===== src/rtl/register_dump.sv =====
// Debug readout: walks every register-file address, captures each value and
// streams {addr, data[31:24], data[23:16], data[15:8], data[7:0]} over valid/ready.
//
// Ports:
//   clock, reset       rising-edge clock, asynchronous active-high reset
//   start              request a full dump (sampled only while idle)
//   busy, done         dump in progress / one-cycle completion pulse
//   read_register      address to the register-file read port
//   read_data          combinational read data for read_register
//   byte_data/valid    output byte stream, byte_ready from downstream
module register_dump #(
  parameter int NUM_REGS   = 32,
  parameter int ADDR_WIDTH = 5,
  parameter int DATA_WIDTH = 32
) (
  input  logic                  clock,
  input  logic                  reset,
  input  logic                  start,
  output logic                  busy,
  output logic                  done,
  output logic [ADDR_WIDTH-1:0] read_register,
  input  logic [DATA_WIDTH-1:0] read_data,
  output logic [7:0]            byte_data,
  output logic                  byte_valid,
  input  logic                  byte_ready
);

  localparam logic [ADDR_WIDTH-1:0] LAST_ADDR =
    ADDR_WIDTH'(NUM_REGS - 1);

  typedef enum logic [1:0] {
    IDLE,
    FETCH,
    SEND,
    DONE
  } state_t;

  state_t                  state;
  logic [ADDR_WIDTH-1:0]   addr;
  logic [2:0]              index;
  logic [DATA_WIDTH-1:0]   capture;
  logic [7:0]              next_byte;
  logic                    fire;

  assign fire = byte_valid && byte_ready;

  // Byte to present after the one at the current index is accepted.
  always_comb begin
    next_byte = 8'h00;
    case (index)
      3'd0:    next_byte = capture[31:24];
      3'd1:    next_byte = capture[23:16];
      3'd2:    next_byte = capture[15:8];
      3'd3:    next_byte = capture[7:0];
      default: next_byte = 8'h00;
    endcase
  end

  always_ff @(posedge clock or posedge reset) begin
    if (reset) begin
      state         <= IDLE;
      addr          <= '0;
      index         <= 3'd0;
      capture       <= '0;
      busy          <= 1'b0;
      done          <= 1'b0;
      byte_valid    <= 1'b0;
      byte_data     <= 8'h00;
      read_register <= '0;
    end else begin
      done <= 1'b0;
      case (state)
        IDLE: begin
          if (start) begin
            state         <= FETCH;
            addr          <= '0;
            read_register <= '0;
            busy          <= 1'b1;
          end
        end
        FETCH: begin
          capture    <= read_data;
          index      <= 3'd0;
          byte_data  <= 8'(addr);
          byte_valid <= 1'b1;
          state      <= SEND;
        end
        SEND: begin
          if (fire) begin
            if (index != 3'd4) begin
              index     <= index + 3'd1;
              byte_data <= next_byte;
            end else begin
              byte_valid <= 1'b0;
              index      <= 3'd0;
              if (addr != LAST_ADDR) begin
                addr          <= addr + 1'b1;
                read_register <= addr + 1'b1;
                state         <= FETCH;
              end else begin
                // busy drops on the same edge done rises
                busy          <= 1'b0;
                done          <= 1'b1;
                addr          <= '0;
                read_register <= '0;
                state         <= DONE;
              end
            end
          end
        end
        DONE: begin
          state <= IDLE;
        end
        default: begin
          state <= IDLE;
        end
      endcase
    end
  end

endmodule


===== config.mk =====
export PLATFORM = sky130hd
export DESIGN_NAME = register_dump
export DESIGN_NICKNAME = d
export VERILOG_FILES = /design/src/rtl/register_dump.sv
export SDC_FILE = /design/constraint.sdc
export NUM_CORES = 1
export LEC_CHECK = 0
export ABC_AREA = 1
export CORE_ASPECT_RATIO = 0.9
export CORE_MARGIN = 2
export CORE_UTILIZATION = 52
export DETAILED_ROUTE_END_ITERATION = 10
export GPL_TIMING_DRIVEN = 0
export HOLD_SLACK_MARGIN = 0.1
export PLACE_DENSITY = 0.8
export SLEW_MARGIN = 20
export SYNTH_ARGS = -nofsm -noshare
export SYNTH_HDL_FRONTEND = slang
export SYNTH_SLANG_ARGS = --single-unit

===== constraint.sdc =====
create_clock -name clock -period 1.7 [get_ports clock]
set_input_delay 0.255 -clock clock [delete_from_list [all_inputs] [get_ports clock]]
set_output_delay 0.255 -clock clock [all_outputs]
set_load 0.02 [all_outputs]

==> impl_metrics.ini <==
[outcome]
status = finished, final reports clean

[cts]
clk_latency_ps = 310
clk_pin_slew_ps = 90
clock_sinks = 53
clockRootBuffer = clkbuf_8
cts_setup_buffers = 0
htreeDepth = 2
cts_tree = built
cts_buffers = 5
cts_hold_buf = 0
cts_buffer_depth = 2

[detailed_routing]
routed_wl_um = 5950
dr.first_iter.drc_count = 132
ant_nets = 0
via_per_inst = 4.88
post-route-drc-count = 0
drt_first_pass_iters = 4
wl_per_cell_um = 12.5
vias = 2328

[finish]
areaGrowthSynthToFinish_pct = 26.3
design_area_um2 = 3420
instances_no_fill = 477
num_antenna_cells = 0
drive_gt1_frac = 0.102
nets = 455

[logic_synthesis]
synthArstFlopShare = 1.00
yosys_warnings = 0
synth_edf_count = 0
synth_area_leaders = dfrtp_1 (49%), nand2_1 (25%), inv_1 (4.0%), ha_1 (3.7%), nand3_1 (3.3%)
netlist_instances = 353
synth.avg_cell_area_um2 = 7.67
yosys.area.top_type_share = 0.490
syn_area_um2 = 2710
yosys.area.top_type = dfrtp_1
ys_ff_latch = 53
synth_flop_cell = dfrtp_1
ys_seq_area_frac = 0.490
synth_cell_types = 27
syn_nets = 397

[die]
io_pins = 52
coreArea_um2 = 4920
die_area_um2 = 5800
die_h_um = 72.5
start_util = 0.550
num_rows = 24
die_w_um = 80.1

[timing]
final_hold_viol_count = 0
clock_skew_ps = 5.64
setup-tns-final_ps = 0
worst_slew_pin_slew_ps = 497
maxSlewViolCount = 0
setup_viol = 0
hold_ws_ps = 301
maxSlewHeadroom = 0.668
fin_crit_ps = 1610
fin_ws_ps = 86.2
rsz0062_at_grt = false
period_share = 0.949
fmax_mhz = 620

[setup_path]
cp.buffers_inverters = 1
worstPathArrival_ps = 1360
cp-startpoint = addr[4]
cp_top_family = buffers and inverters
worstPathRequired_ps = 1440
path_cells = clkdlybuf4s50_1
worstReg2RegStart = addr[1]
cpPeakStageDelay_ps = 630
path_max_fanout = 4
worst_path_max_delay_cell = clkdlybuf4s50_1
worstSetupStartpointType = flop
path_class = flop to output port
ff2ff_path_depth = 8
path_depth = 1
crit_path_end_kind = output port

[grt]
grt_max_degree = 32
grt_pass1_wl_um = 10000
overflow = 0
track_usage = 0.225
grt_pass1_vias = 2214
antenna_found_initial = 0

[placement]
place_ws_ps = 2.14
placed_cell_area_um2 = 3320
io_buffers = 51
dp_hpwl_um = 4580
routabilityCongestion = 0.813
place_inst = 470

[min_path]
hp-class = primary input to async pin

[power]
power_leakage_nw = 1.82
ir_worst_vdd_mv = 0.827
p_per_area_nw_per_um2 = 1700

[job]
drv_cap = 0
[final cells by class]
class / instances / area (µm²)
Inverter: 35 / 135
Timing Repair Buffer: 52 / 534
Tap cell: 65 / 81.3
Sequential cell: 53 / 1330
Clock inverter: 2 / 10.0
Clock buffer: 6 / 72.6
Buffer: 7 / 46.3
Multi-Input combinational cell: 257 / 1210
Fill cell: 429 / 1500
[state kept, by name (all words and copies together) (netlist names)]
register	cells
addr	5
state	2
capture	32
byte_data	8
index	3
busy	1
byte_valid	1
done	1
[where the power goes]
| group | total (mW) | internal [mW] | switching (mW) | leakage, nW |
|---|---|---|---|---|
| registers | 2.30 | 1.86 | 0.436 | 0.633 |
| logic | 2.83 | 1.16 | 1.67 | 1.14 |
| clock network | 0.688 | 0.286 | 0.402 | 0.0450 |
| total | 5.82 | 3.31 | 2.51 | 1.82 |
[final timing paths]
check	endpoint	slack (ps)
max in group asynchronous	index[2]	860
worst max register to register	busy	130
worst min-delay path	addr[2]	300
worst min register to register	capture[1]	490
worst max-delay path	read_register[4]	90
min in group clock	capture[0]	470
[cells by family after synthesis]
group / Yosys count / share of synthesized area
adders and majority gates: 8 / 0.0370
DFF: 53 / 0.490
AOI/OAI and AO/OA: 13 / 0.0305
and+or+nand+nor: 236 / 0.375
buffers and inverters: 43 / 0.0684
[metal layers]
metal	part of all wire	global-route usage
met1	0.47	0.317
met3	0.038	0.0336
met5	0	0
met2	0.48	0.357
met4	0.016	0.0810
[Yosys cell counts, types with 2 or more instances]
master and number:
inv_1 29, o21ai_0 5, nand3_1 18, ha_1 8
o22ai_1 2, inv_2 4, nor2_1 17, dfrtp_1 53
nand2_1 178, nor3_1 2, nand2_2 4, nand4_1 2
buf_2 3, nor2_2 4, clkbuf_1 4, nand3b_1 2
nand2_4 6, o21ai_1 3
[stage by stage]
| stage | power, mW | utilization |
|---|---|---|
| 6_report | 5.82 | 0.695 |
| 5_1_grt | 6.36 | 0.695 |
| 4_1_cts | 5.82 | 0.690 |
| 3_5_place_dp | 5.13 | 0.674 |
| 3_3_place_gp | 5.01 | 0.670 |
| 2_1_floorplan | 4.22 | - |
[timing repair]
action,in CTS,in global routing
hold endpoints to repair,0,0
resized for setup,1,8
endpoints found under the setup margin,5,12
[layout by cell type, fill, tap and decap left out, types with 2 or more instances in the layout]
cell type and instances:
dlymetal6s2s_1 2, clkbuf_1 4, nand2_4 6, ha_2 2, nand2_2 4, nor3_1 2
nand3b_1 2, nor2_1 17, dfrtp_1 51, buf_12 2, o21ai_1 3, nand3_1 18
inv_1 28, dfrtp_2 2, inv_2 5, clkinv_2 3, o21ai_0 5, clkbuf_8 5
nor2_2 2, nand2_1 178, nor2_4 3, ha_1 6, buf_2 3, o22ai_1 2
nand4_1 2, clkdlybuf4s50_1 48
(Power assumes the default switching activity.)
